==> src/rtl/npu_ahb_slave_if.sv <==
// AHB-Lite single-transfer slave front end: legality check, then one outstanding register request.
// Latency: 1 wait state with a zero-wait backend; each backend stall cycle adds one more.
// Backpressure: hready_o is held low while reg_ready_i is low; errors use the two-cycle ERROR response.
module npu_ahb_slave_if #(
    parameter logic [31:0] BASE_ADDR = 32'h0000_0000,
    parameter int          REG_AW    = 12
) (
    input  logic              clk,
    input  logic              reset,
    input  logic [31:0]       ahb_haddr_i,
    input  logic              ahb_hwrite_i,
    input  logic [2:0]        ahb_hsize_i,
    input  logic [2:0]        ahb_hburst_i,
    input  logic [3:0]        ahb_hprot_i,
    input  logic [1:0]        ahb_htrans_i,
    input  logic              ahb_hmastlock_i,
    input  logic [31:0]       ahb_hwdata_i,
    output logic              ahb_hready_o,
    output logic              ahb_hresp_o,
    output logic [31:0]       ahb_hrdata_o,
    output logic              reg_req_o,
    output logic              reg_we_o,
    output logic [REG_AW-3:0] reg_addr_o,
    output logic [3:0]        reg_be_o,
    output logic [31:0]       reg_wdata_o,
    input  logic [31:0]       reg_rdata_i,
    input  logic              reg_ready_i,
    input  logic              reg_err_i
);

    typedef enum logic [2:0] {
        ST_IDLE,
        ST_ACCESS,
        ST_RESP,
        ST_ERR1,
        ST_ERR2
    } state_t;

    localparam logic [31:0] WIN_END = BASE_ADDR + (32'd1 << REG_AW);

    state_t              state_q, state_d;
    logic                hready_q, hready_d;
    logic                hresp_q, hresp_d;
    logic [31:0]         hrdata_q, hrdata_d;
    logic                req_q, req_d;
    logic                we_q, we_d;
    logic [REG_AW-3:0]   addr_q, addr_d;
    logic [3:0]          be_q, be_d;

    logic [31:0]         offset;
    logic                in_win;
    logic                aligned;
    logic                legal;
    logic [3:0]          be_calc;

    // Burst/protection/lock attributes carry no meaning for a register window.
    logic unused_ok;
    assign unused_ok = ^{ahb_hburst_i, ahb_hprot_i, ahb_hmastlock_i,
                         offset[31:REG_AW], offset[1:0], ahb_htrans_i[0]};

    always_comb begin
        offset  = ahb_haddr_i - BASE_ADDR;
        in_win  = (ahb_haddr_i >= BASE_ADDR) && (ahb_haddr_i < WIN_END);
        aligned = 1'b0;
        be_calc = 4'b0000;
        case (ahb_hsize_i)
            3'd0: begin
                aligned = 1'b1;
                be_calc = 4'b0001 << ahb_haddr_i[1:0];
            end
            3'd1: begin
                aligned = ~ahb_haddr_i[0];
                be_calc = 4'b0011 << {ahb_haddr_i[1], 1'b0};
            end
            3'd2: begin
                aligned = (ahb_haddr_i[1:0] == 2'b00);
                be_calc = 4'b1111;
            end
            default: begin
                aligned = 1'b0;
                be_calc = 4'b0000;
            end
        endcase
        legal = in_win && aligned;
    end

    always_comb begin
        state_d  = state_q;
        hready_d = hready_q;
        hresp_d  = hresp_q;
        hrdata_d = hrdata_q;
        req_d    = req_q;
        we_d     = we_q;
        addr_d   = addr_q;
        be_d     = be_q;
        case (state_q)
            // Every state that shows hready=1 can accept the next address phase.
            ST_IDLE, ST_RESP, ST_ERR2: begin
                if (ahb_htrans_i[1]) begin
                    if (legal) begin
                        state_d  = ST_ACCESS;
                        hready_d = 1'b0;
                        hresp_d  = 1'b0;
                        req_d    = 1'b1;
                        we_d     = ahb_hwrite_i;
                        addr_d   = offset[REG_AW-1:2];
                        be_d     = be_calc;
                    end else begin
                        state_d  = ST_ERR1;
                        hready_d = 1'b0;
                        hresp_d  = 1'b1;
                        req_d    = 1'b0;
                    end
                end else begin
                    state_d  = ST_IDLE;
                    hready_d = 1'b1;
                    hresp_d  = 1'b0;
                    req_d    = 1'b0;
                end
            end
            ST_ACCESS: begin
                if (reg_ready_i) begin
                    req_d = 1'b0;
                    if (reg_err_i) begin
                        state_d  = ST_ERR1;
                        hready_d = 1'b0;
                        hresp_d  = 1'b1;
                    end else begin
                        state_d  = ST_RESP;
                        hready_d = 1'b1;
                        hresp_d  = 1'b0;
                        if (!we_q) begin
                            hrdata_d = reg_rdata_i;
                        end
                    end
                end
            end
            ST_ERR1: begin
                state_d  = ST_ERR2;
                hready_d = 1'b1;
                hresp_d  = 1'b1;
            end
            default: begin
                state_d  = ST_IDLE;
                hready_d = 1'b1;
                hresp_d  = 1'b0;
                req_d    = 1'b0;
            end
        endcase
    end

    always_ff @(posedge clk or posedge reset) begin
        if (reset) begin
            state_q  <= ST_IDLE;
            hready_q <= 1'b1;
            hresp_q  <= 1'b0;
            hrdata_q <= 32'h0;
            req_q    <= 1'b0;
            we_q     <= 1'b0;
            addr_q   <= '0;
            be_q     <= 4'b0000;
        end else begin
            state_q  <= state_d;
            hready_q <= hready_d;
            hresp_q  <= hresp_d;
            hrdata_q <= hrdata_d;
            req_q    <= req_d;
            we_q     <= we_d;
            addr_q   <= addr_d;
            be_q     <= be_d;
        end
    end

    assign ahb_hready_o = hready_q;
    assign ahb_hresp_o  = hresp_q;
    assign ahb_hrdata_o = hrdata_q;
    assign reg_req_o    = req_q;
    assign reg_we_o     = we_q;
    assign reg_addr_o   = addr_q;
    assign reg_be_o     = be_q;
    // The master holds HWDATA for the whole stalled data phase, so no capture is needed.
    assign reg_wdata_o  = ahb_hwdata_i;

endmodule

==> config.mk <==
export PLATFORM = sky130hd
export DESIGN_NAME = npu_ahb_slave_if
export DESIGN_NICKNAME = d
export VERILOG_FILES = /design/src/rtl/npu_ahb_slave_if.sv
export SDC_FILE = /design/constraint.sdc
export NUM_CORES = 1
export LEC_CHECK = 0
export CORE_MARGIN = 5
export CORE_UTILIZATION = 37
export CTS_CLUSTER_DIAMETER = 150
export DETAILED_ROUTE_END_ITERATION = 10
export PLACE_DENSITY = 0.84
export REMOVE_ABC_BUFFERS = 1
export SYNTH_ARGS = -nofsm -noshare
export SYNTH_HDL_FRONTEND = slang
export SYNTH_SLANG_ARGS = --single-unit
==> constraint.sdc <==
create_clock -name clk -period 4.4 [get_ports clk]
set_input_delay 0.88 -clock clk [delete_from_list [all_inputs] [get_ports clk]]
set_output_delay 0.88 -clock clk [all_outputs]
set_load 0.01 [all_outputs]
==> results.rst, run 1 <==
.. list-table::
   :header-rows: 1

   * - Metric
     - Value
   * - Run status
     - complete, no violations
   * - Number of global-route vias before repair
     - roughly 1.9k
   * - Clock slew at the register clock pins of the worst setup and hold paths
     - about 0.1 ns
   * - Count of maximum capacitance violations
     - 0
   * - CTS Sinks
     - 53
   * - Total Routing Usage GR
     - between 10% and 20%
   * - Crit share post-route
     - 64.1%
   * - Largest stage delay on the critical path
     - 0.68 ns
   * - Sum of routed wire length over all layers
     - slightly below 7 mm
   * - 1st-iter DRT viols
     - 23
   * - Minimum setup slack after placement
     - between 1 and 1.5 ns
   * - Root Driver
     - sky130_fd_sc_hd__clkbuf_8
   * - Max Freq
     - approximately 350 MHz
   * - Number of levels in the clock H-tree
     - 2
   * - Warning count from the yosys run
     - 0
   * - Cts-stage hold buffer count
     - 0
   * - Power density over cell area
     - just over 500 nW/um2
   * - Crit path launch type
     - primary input
   * - Syn_area_per_cell
     - around 14 um2
   * - Worst setup slack after layout
     - 1.58 ns
   * - Average vias per placed instance
     - 4.60
   * - Resize count post-CTS
     - 0
   * - Setup crit end kind
     - flip-flop
   * - Most frequent standard cell in the layout excluding fill and tap cells
     - sky130_fd_sc_hd__clkdlybuf4s50_1
   * - Core region area
     - just under 7000 um2
   * - Clock latency at the later pin of the worst-skew pair
     - approximately 0.30 ns
   * - Path length in cells of the critical path
     - 5
   * - Critical-path maximum fanout
     - 22
   * - Starting density of the core
     - about 38%
   * - Number of instances in the synthesized netlist
     - about 180
   * - Placer Congestion
     - roughly 0.75
   * - Standby leakage power
     - 1.67 nW
   * - Post-Route Setup TNS
     - 0 ns
   * - Largest voltage drop on the vdd net
     - around 0.00025 V
   * - Vert. Die Dim
     - approximately 94 um
   * - Count of cells along the worst hold path
     - 1
   * - Die X
     - between 90 and 100 um
   * - Setup Viol. Count Final
     - 0
   * - Kind of cell adding the most delay to the critical path
     - buffers and inverters
   * - Headroom to the max-slew limit
     - 27.5%
   * - Fraction of layout instances using a drive strength above 1
     - between 20% and 30%
   * - Largest net degree at the start of global routing
     - 54
   * - Setup repair bufs after CTS
     - 0
   * - Residual DRC count
     - 0
   * - Detailed-router iteration count before antenna repair
     - 4
   * - Setup repair after global routing missed its margin
     - no
   * - Worst Path Required
     - between 4 and 5 ns
   * - Sequential area share after synthesis
     - between 50% and 60%
   * - CTS buffer count
     - 5
   * - Final worst clock skew
     - just over 0.007 ns
   * - Synth Cell Area
     - ~2600 um2
   * - Slew @ Worst Pin
     - 1.09 ns
   * - Antenna diodes
     - 0
   * - Register-to-Register Path Depth
     - 5
   * - Worst Hold Class
     - reg2reg
   * - Worst Path Buf+Inv
     - 2
   * - Antenna violations before repair
     - 0
   * - Port Buffers
     - roughly 120
   * - First-pass GRT wire length
     - between 10 and 15 mm
   * - Number of fill cells
     - slightly below 600
   * - HPWL reported at the end of detailed placement
     - between 5 and 6 mm
   * - Number of pins with negative max-slew slack in the final report
     - 0
   * - Area Growth Syn to Fin
     - 43.2%
   * - Final non-filler cell area
     - around 3700 um2
   * - Via count
     - ~1.7k
   * - Standard-cell rows
     - 30
   * - Number of hold violations in the final report
     - 0
   * - Wire length per cell after detailed routing
     - approximately 18 um
   * - Number of antenna-violating nets in the routed design
     - 0
   * - Source of the critical timing path
     - reg_ready_i
   * - Full die area
     - around 8700 um2
   * - Period minus WS final
     - roughly 2.8 ns
   * - Number of distinct library cells after synthesis
     - 30
   * - Top library cells by usage in the layout, fill and taps aside
     - sky130_fd_sc_hd__clkdlybuf4s50_1, sky130_fd_sc_hd__dfrtp_1, sky130_fd_sc_hd__mux2_4
   * - Critical Path, Cell by Cell
     - clkdlybuf4s50_1 -> nor2b_1 -> or3b_2 -> buf_4 -> mux2_4
   * - Critical path's slowest cell
     - sky130_fd_sc_hd__or3b_2
   * - Placed inst area
     - roughly 3600 um2
   * - Source of the worst register-to-register timing path
     - state_q[2]
   * - Register bit total from synthesis
     - 53
   * - Overall overflow remaining after global route
     - 0
   * - Worst endpoint data arrival time
     - between 3 and 4 ns
   * - # IOs
     - slightly below 200
   * - Critical path start-end classification
     - in2reg
   * - Net total in the final layout
     - between 300 and 400
   * - TritonCTS clock tree
     - yes
   * - Worst Min Path Start
     - reg_addr_o[9]
   * - Clock buffer depth
     - 2
## registers in the layout (all words and copies together), names as in the netlist
signal,flops
reg_we_o,1
reg_be_o,4
ahb_hrdata_o,32
reg_req_o,1
reg_addr_o,10
ahb_hready_o,1
ahb_hresp_o,1
state_q,3
## power breakdown
part | internal [mW] | total [mW] | switching (mW)
clock network | 0.113 | 0.276 | 0.163
logic | 0.565 | 0.829 | 0.264
registers | 0.660 | 0.766 | 0.106
## per-stage QoR
step	util [%]	cells	hold WS, ns	total power [mW]
6_report	54.4	374	0.493	1.87
5_1_grt	54.4	374	0.521	1.99
4_1_cts	54.4	374	0.500	1.90
3_5_place_dp	53.1	366	0.476	1.61
3_3_place_gp	53.1	366	0.470	1.59
2_1_floorplan	-	147	0.529	1.16
## Yosys cell counts, drive strengths merged
cell type  instances  share of area (%)
nor4               5                1.2
inv                4               0.58
a31o               1               0.34
mux2i              3                1.2
and2               1               0.29
nor2b              5                1.5
nand4              1               0.24
nor2               6               0.87
o21ai              6                1.2
and3b              1               0.39
a21oi              5                1.1
or3b               1               0.34
buf               37                 13
o211ai             1               0.29
nand3b             1               0.29
nand2b             3               0.82
mux2              45                 24
o22a               1               0.34
dfrtp             52                 50
nand2              2               0.29
dfstp              1                1.0
nor3               2               0.82
## kinds of logic (layout without fill, tap and decap cells)
kind of cell    count (synthesis)  count (layout)  share of synthesized area, %
compound gates                 14              14                          3.25
mux                            48              48                          25.2
flops                          53              53                          51.4
buf+inv                        41             135                          13.1
simple gates                   28              28                          7.08
## area by class of cell
type / count / area, um2 / share of cell area (%)
Inverter: 4 / 15.0 / 0.406
Timing Repair Buffer: 123 / 1230 / 33.2
Clock inverter: 3 / 21.3 / 0.575
Tap cell: 96 / 120 / 3.25
Sequential cell: 53 / 1330 / 35.9
Multi-Input combinational cell: 90 / 916 / 24.8
Clock buffer: 5 / 68.8 / 1.86
## per-layer routing
metal / part of all wire [%] / global-route usage [%] / up-vias
li1: - / - / 783
met3: 19 / 12.8 / 4
met2: 38 / 20.8 / 131
met1: 42 / 19.6 / 801
met5: 0.48 / 3.21 / -
met4: 0.30 / 2.93 / 2
## worst paths after layout
check,end,slack (ns)
setup / recovery,ahb_hrdata_o[6],1.58
hold / removal,reg_addr_o[9],0.49
setup reg to reg,ahb_hrdata_o[6],2.25
hold reg to reg,reg_addr_o[9],0.49
max in group asynchronous,ahb_hrdata_o[18],2.57
min in group asynchronous,ahb_hrdata_o[19],1.15
Note: power is estimated with default switching activity, not from simulation.
==> inputs of run 2 (changes only) <==
CORE_UTILIZATION = 34   (was 37)
PLACE_DENSITY = 0.78   (was 0.84)
clock period = 2.6 ns   (was 4.4 ns; I/O delays follow)
==> run 2 against run 1 <==
  * Sequential share of layout area is 0.70 points lower
  * Cell area is 2.0% higher
  * Global-route usage is 0.39 points lower
  * Via count is 1.6% higher
  * Flip-flop and latch count stayed put
  * Critical endpoint is now reg_addr_o[7]
  * Wire length is 3.3% higher
  * Cell count is 1.6% higher
  * Non-clock buffer count is 3 higher
  * First-iteration DRC count is 26% lower
  * Sequential power is 68% higher
==> results.rst, run 2 (same netlist as run 1, synthesis figures left out) <==
.. list-table::
   :header-rows: 1

   * - Metric
     - Value
   * - Vert. Die Dim
     - 97.1 um (+3.9%)
   * - Setup crit end kind
     - flip-flop
   * - Antenna diodes
     - 0 (unchanged)
   * - Number of hold violations in the final report
     - 0 (unchanged)
   * - Cts-stage hold buffer count
     - 0 (unchanged)
   * - Wire length per cell after detailed routing
     - 18.8 um (+1.7%)
   * - Port Buffers
     - 122 (unchanged)
   * - Slew @ Worst Pin
     - 0.561 ns (-0.527 ns)
   * - Root Driver
     - sky130_fd_sc_hd__clkbuf_8
   * - Worst Path Required
     - 2.80 ns (-1.79 ns)
   * - Power density over cell area
     - 853 nW/um2 (+69%)
   * - Via count
     - 1,748 (+1.6%)
   * - Setup repair bufs after CTS
     - 0 (unchanged)
   * - Critical path start-end classification
     - in2reg
   * - Placer Congestion
     - 0.852 (+13%)
   * - Reg-to-reg setup timing slack
     - 0.76 ns (-1.49 ns)
   * - Worst endpoint data arrival time
     - 2.36 ns (-0.65 ns)
   * - Area Growth Syn to Fin
     - 46.1%
   * - First-pass GRT wire length
     - 11.4 mm (+9.3%)
   * - Standby leakage power
     - 1.71 nW (+2.1%)
   * - Total Routing Usage GR
     - 15.3% (-0.39 points)
   * - Worst setup slack after layout
     - 0.439 ns (-1.14 ns)
   * - Number of levels in the clock H-tree
     - 2 (unchanged)
   * - Headroom to the max-slew limit
     - 62.5% (+35 points)
   * - Total placed cells including tap cells
     - 372 (+1.6%)
   * - Standard-cell rows
     - 31 (+3.3%)
   * - 1st-iter DRT viols
     - 17 (-26%)
   * - Number of global-route vias before repair
     - 2,089 (+11%)
   * - Fraction of layout instances using a drive strength above 1
     - 21.7% (+0.84 points)
   * - Largest net degree at the start of global routing
     - 33 (-39%)
   * - Clock latency at the later pin of the worst-skew pair
     - 0.31 ns (about the same)
   * - Full die area
     - 9430 um2 (+7.9%)
   * - Average vias per placed instance
     - 4.60 (about the same)
   * - Sum of routed wire length over all layers
     - 7.14 mm (+3.3%)
   * - Period minus WS final
     - 2.16 ns
   * - Most frequent standard cell in the layout excluding fill and tap cells
     - sky130_fd_sc_hd__clkdlybuf4s50_1
   * - Clock buffer depth
     - 2 (unchanged)
   * - Count of maximum capacitance violations
     - 0 (unchanged)
   * - Overall overflow remaining after global route
     - 0 (unchanged)
   * - Max Freq
     - roughly 460 MHz
   * - CTS buffer count
     - 5 (unchanged)
   * - TritonCTS clock tree
     - yes
   * - Setup repair after global routing missed its margin
     - no
   * - Largest voltage drop on the vdd net
     - 0.000437 V (+73%)
   * - Run status
     - complete, no violations
   * - Worst Hold Class
     - reg2reg
   * - Setup Viol. Count Final
     - 0 (unchanged)
   * - Minimum setup slack after placement
     - 0.103 ns (-1.13 ns)
   * - Core region area
     - 7330 um2 (+7.9%)
   * - HPWL reported at the end of detailed placement
     - 5.61 mm (+4.1%)
   * - Crit path launch type
     - primary input
   * - Final worst clock skew
     - 0.00640 ns (-0.000803 ns)
   * - Top library cells by usage in the layout, fill and taps aside
     - sky130_fd_sc_hd__clkdlybuf4s50_1, sky130_fd_sc_hd__dfrtp_1, sky130_fd_sc_hd__mux2_4
   * - Critical-path maximum fanout
     - 14 (-36%)
   * - Final core area utilization
     - 51.4% (-3.0 points)
   * - Antenna violations before repair
     - 0 (unchanged)
   * - Die X
     - 97.1 um (+3.9%)
   * - Crit share post-route
     - 83.1%
   * - Clock slew at the register clock pins of the worst setup and hold paths
     - 0.10 ns (about the same)
   * - Post-Route Setup TNS
     - 0 ns (unchanged)
   * - Net total in the final layout
     - 394 (+0.77%)
   * - Residual DRC count
     - 0 (unchanged)
   * - Number of antenna-violating nets in the routed design
     - 0 (unchanged)
   * - Max FFs per register
     - 32 (unchanged)
   * - Final non-filler cell total
     - 380 (+1.6%)
   * - # IOs
     - 196 (unchanged)
   * - Detailed-router iteration count before antenna repair
     - 4 (unchanged)
   * - Number of pins with negative max-slew slack in the final report
     - 0 (unchanged)
   * - Starting density of the core
     - 35.2% (-2.8 points)
   * - CTS Sinks
     - 53 (unchanged)
   * - Resize count post-CTS
     - 0 (unchanged)
-- run 2: path summary, 6_finish.rpt --
kind                       cells after the start               end            from
setup / recovery                               6     reg_addr_o[7]  ahb_hsize_i[1]
hold / removal                                 1     reg_addr_o[0]   reg_addr_o[0]
setup reg to reg                               5  ahb_hrdata_o[16]      state_q[2]
hold reg to reg                                1     reg_addr_o[0]   reg_addr_o[0]
max in group asynchronous                      3  ahb_hrdata_o[20]           reset
min in group asynchronous                      2   ahb_hrdata_o[7]           reset
-- run 2: layout make-up --
cell class / instances / area [um2]
clock inverter: 2 / 17.5
fill: 644 / 3560
tap: 99 / 124
multi-input combinational: 90 / 916
sequential: 53 / 1330
clock buffer: 6 / 82.6
timing repair buffer: 126 / 1290
inverter: 4 / 15.0
-- run 2: report_power, final --
group	internal (mW)	switching, mW
Combinational	0.967	0.450
Clock	0.222	0.284
Sequential	1.12	0.176
Total	2.31	0.910
-- run 2: worst max-delay path, stage by stage --
cell,delay [ns]
sky130_fd_sc_hd__clkdlybuf4s50_1,0.51
sky130_fd_sc_hd__a21oi_2,0.29
sky130_fd_sc_hd__nand4_1,0.20
sky130_fd_sc_hd__nor3_4,0.30
sky130_fd_sc_hd__buf_12,0.19
sky130_fd_sc_hd__mux2_2,0.34
-- run 2: routing by layer --
| metal | vias to the layer above | part of all wire (%) | track usage (%) |
|---|---|---|---|
| met5 | - | 0.56 | 5.49 |
| met4 | 2 | 0.81 | 2.92 |
| met3 | 9 | 17 | 12.7 |
| met2 | 144 | 38 | 20.0 |
| met1 | 802 | 43 | 19.0 |
| li1 | 791 | - | - |
-- run 2: stage by stage --
step | power [mW] | cell area (um2) | hold WS (ns)
after floorplan | 1.97 | 2260 | 0.529
after global placement | 2.71 | 3670 | 0.469
after detailed placement | 2.74 | 3670 | 0.475
after CTS | 3.27 | 3770 | 0.499
after global routing | 3.41 | 3770 | 0.507
final | 3.22 | 3770 | 0.496
==> inputs of run 3 (changes only) <==
CORE_UTILIZATION = 31   (was 34)
PLACE_DENSITY = 0.75   (was 0.78)
clock period = 1.75 ns   (was 2.6 ns; I/O delays follow)
==> run 3 against run 2 <==
  * Non-clock buffer count up 20
  * Cell area up 8.8%
  * Clock-buffer cell count unchanged
  * Critical path depth up 1
  * Die area up 8.7%
  * Clock skew about the same
  * Hold slack worse by 0.099 ns
  * Via count up 4.5%
  * Core utilization down 1.3 points
==> results.rst, run 3 (same netlist as run 1, synthesis figures left out) <==
.. list-table::
   :header-rows: 1

   * - Metric
     - Value
   * - Power density over cell area
     - 1190 nW/um2 (+39%)
   * - Standard-cell rows
     - 33 (+6.5%)
   * - Count of maximum capacitance violations
     - 0 (unchanged)
   * - Largest stage delay on the critical path
     - 0.30 ns (-0.21 ns)
   * - First-pass GRT wire length
     - 11.5 mm (+1.2%)
   * - Number of fill cells
     - 716 (+11%)
   * - Kind of cell adding the most delay to the critical path
     - simple AND/OR/NAND/NOR gates
   * - Number of global-route vias before repair
     - 2,043 (-2.2%)
   * - Residual DRC count
     - 0 (unchanged)
   * - Crit share post-route
     - between 90% and 100%
   * - Worst endpoint data arrival time
     - 1.91 ns (-0.45 ns)
   * - Worst Path Required
     - 1.93 ns (-0.87 ns)
   * - Final non-filler cell total
     - 405 (+6.6%)
   * - Largest voltage drop on the vdd net
     - 0.000631 V (+44%)
   * - Number of antenna-violating nets in the routed design
     - 0 (unchanged)
   * - Final core area utilization
     - 50.2% (-1.3 points)
   * - Period minus WS final
     - between 1.5 and 2 ns
   * - Detailed-router iteration count before antenna repair
     - 3 (-1)
   * - Starting density of the core
     - 31.6% (-3.6 points)
   * - Net total in the final layout
     - 414 (+5.1%)
   * - Wire length per cell after detailed routing
     - 19.0 um (+1.4%)
   * - Port Buffers
     - 122 (unchanged)
   * - Clock buffer depth
     - 2 (unchanged)
   * - Slew @ Worst Pin
     - 0.360 ns (-0.201 ns)
   * - Run status
     - complete, no violations
   * - Total Routing Usage GR
     - 14.9% (-0.40 points)
   * - Via count
     - 1,826 (+4.5%)
   * - Die X
     - 101 um (+4.2%)
   * - CTS buffer count
     - 5 (unchanged)
   * - Number of levels in the clock H-tree
     - 2 (unchanged)
   * - TritonCTS clock tree
     - yes
   * - Root Driver
     - sky130_fd_sc_hd__clkbuf_8
   * - Overall overflow remaining after global route
     - 0 (unchanged)
   * - CTS Sinks
     - 53 (unchanged)
   * - Critical-path maximum fanout
     - 7 (-7)
   * - Worst setup slack after layout
     - 0.0162 ns (-0.423 ns)
   * - Final non-filler cell area
     - 4100 um2 (+8.8%)
   * - Average vias per placed instance
     - 4.51 (-2.0%)
   * - Total placed cells including tap cells
     - 388 (+4.3%)
   * - Area Growth Syn to Fin
     - 58.9%
   * - Number of hold violations in the final report
     - 0 (unchanged)
   * - Headroom to the max-slew limit
     - 75.9% (+13 points)
   * - Antenna diodes
     - 0 (unchanged)
   * - Max FFs per register
     - 32 (unchanged)
   * - Antenna violations before repair
     - 0 (unchanged)
   * - Fraction of layout instances using a drive strength above 1
     - 31.0% (+9.3 points)
   * - Largest net degree at the start of global routing
     - 54 (+64%)
   * - Core region area
     - 8180 um2 (+12%)
   * - Sum of routed wire length over all layers
     - 7.71 mm (+8.0%)
   * - Full die area
     - 10,300 um2 (+8.7%)
   * - Vert. Die Dim
     - 101 um (+4.2%)
   * - Setup Viol. Count Final
     - 0 (unchanged)
   * - Clock latency at the later pin of the worst-skew pair
     - 0.30 ns (about the same)
   * - Cts-stage hold buffer count
     - 0 (unchanged)
   * - Setup crit end kind
     - flip-flop
   * - Crit path launch type
     - primary input
   * - # IOs
     - 196 (unchanged)
   * - Standby leakage power
     - 1.96 nW (+15%)
   * - Critical Path, Cell by Cell
     - dlygate4sd2_1 -> nor4_2 -> nand4_1 -> nor3_4 -> buf_12 -> buf_12 -> mux2_4
   * - Clock slew at the register clock pins of the worst setup and hold paths
     - 0.09 ns (about the same)
   * - Number of pins with negative max-slew slack in the final report
     - 0 (unchanged)
   * - Max Freq
     - between 500 and 600 MHz
   * - Worst Path Buf+Inv
     - 3 (+1)
   * - Critical Path Most Common Cell
     - sky130_fd_sc_hd__buf_12
   * - Top library cells by usage in the layout, fill and taps aside
     - sky130_fd_sc_hd__clkdlybuf4s50_1, sky130_fd_sc_hd__dfrtp_1, sky130_fd_sc_hd__mux2_4
   * - Minimum setup slack after placement
     - -0.434 ns (-0.537 ns)
   * - Critical path's slowest cell
     - sky130_fd_sc_hd__mux2_4
   * - Worst Hold Class
     - in2async
   * - Critical path start-end classification
     - in2reg
   * - Most frequent standard cell in the layout excluding fill and tap cells
     - sky130_fd_sc_hd__clkdlybuf4s50_1
   * - 1st-iter DRT viols
     - 19 (+2)
   * - Placer Congestion
     - 0.758 (-11%)
   * - Final worst clock skew
     - 0.00657 ns (+0.000171 ns)
   * - HPWL reported at the end of detailed placement
     - 5.55 mm (-1.1%)
   * - Placed inst area
     - 3750 um2 (+2.2%)
   * - Post-Route Hold Slack
     - 0.397 ns (-0.0994 ns)
## run 3: cell count changes in the layout (fill, tap and decap cells not counted), sizes merged, moves of 2 or more
cell           before  now
dlymetal6s2s        0   10
clkdlybuf4s15       0    4
clkbuf              6    8
buf                 4   22
clkdlybuf4s50     122   94
dlygate4sd2         0   14
## run 3: worst register-to-register path: cells and delay by family, from the launching register on
kind          cells  cell delay (ns)
flops             1             0.43
buf+inv           1             0.21
simple gates      3             0.69
mux               1             0.30
## run 3: cell type report
type / instances / area (um2) / share of cell area, %
Clock buffer: 6 / 82.6 / 2.01
Clock inverter: 1 / 7.51 / 0.183
Timing Repair Buffer: 146 / 1530 / 37.4
Sequential cell: 53 / 1330 / 32.4
Multi-Input combinational cell: 90 / 1000 / 24.5
Inverter: 4 / 15.0 / 0.366
Tap cell: 105 / 131 / 3.20
## run 3: what timing repair did
item,CTS,global route
gates cloned,2,2
setup buffers,4,2
resized for setup,36,19
pin swaps,9,10
endpoints found under the hold margin,0,0
setup endpoints to repair,44,47
## run 3: path summary, 6_finish.rpt
kind	to	depth (start not counted)	slack, ns	start
min in group clk	state_q[0]	3	0.44	reg_ready_i
worst max register to register	ahb_hrdata_o[20]	5	0.03	state_q[2]
worst min-delay path	ahb_hrdata_o[26]	3	0.40	reset
worst min register to register	reg_addr_o[0]	1	0.51	reg_addr_o[0]
worst max-delay path	reg_addr_o[8]	7	0.02	ahb_haddr_i[14]
max in group asynchronous	ahb_hready_o	3	1.07	reset
## run 3: through the flow
step | power [mW] | setup TNS, ns
after floorplan | 2.93 | -14.86
after global placement | 4.09 | -18.75
after detailed placement | 4.12 | -18.87
after CTS | 4.88 | 0
after global routing | 5.18 | -0.228
final | 4.87 | 0
## run 3: per-layer routing
layer,share of wire [%],track usage (%)
met3,18,11.5
met1,41,18.5
met4,0.47,2.86
met2,40,20.5
met5,0.53,3.37
## run 3: power by group
group,switching (mW),internal [mW]
Sequential,0.259,1.66
Combinational,0.714,1.55
Clock,0.371,0.313
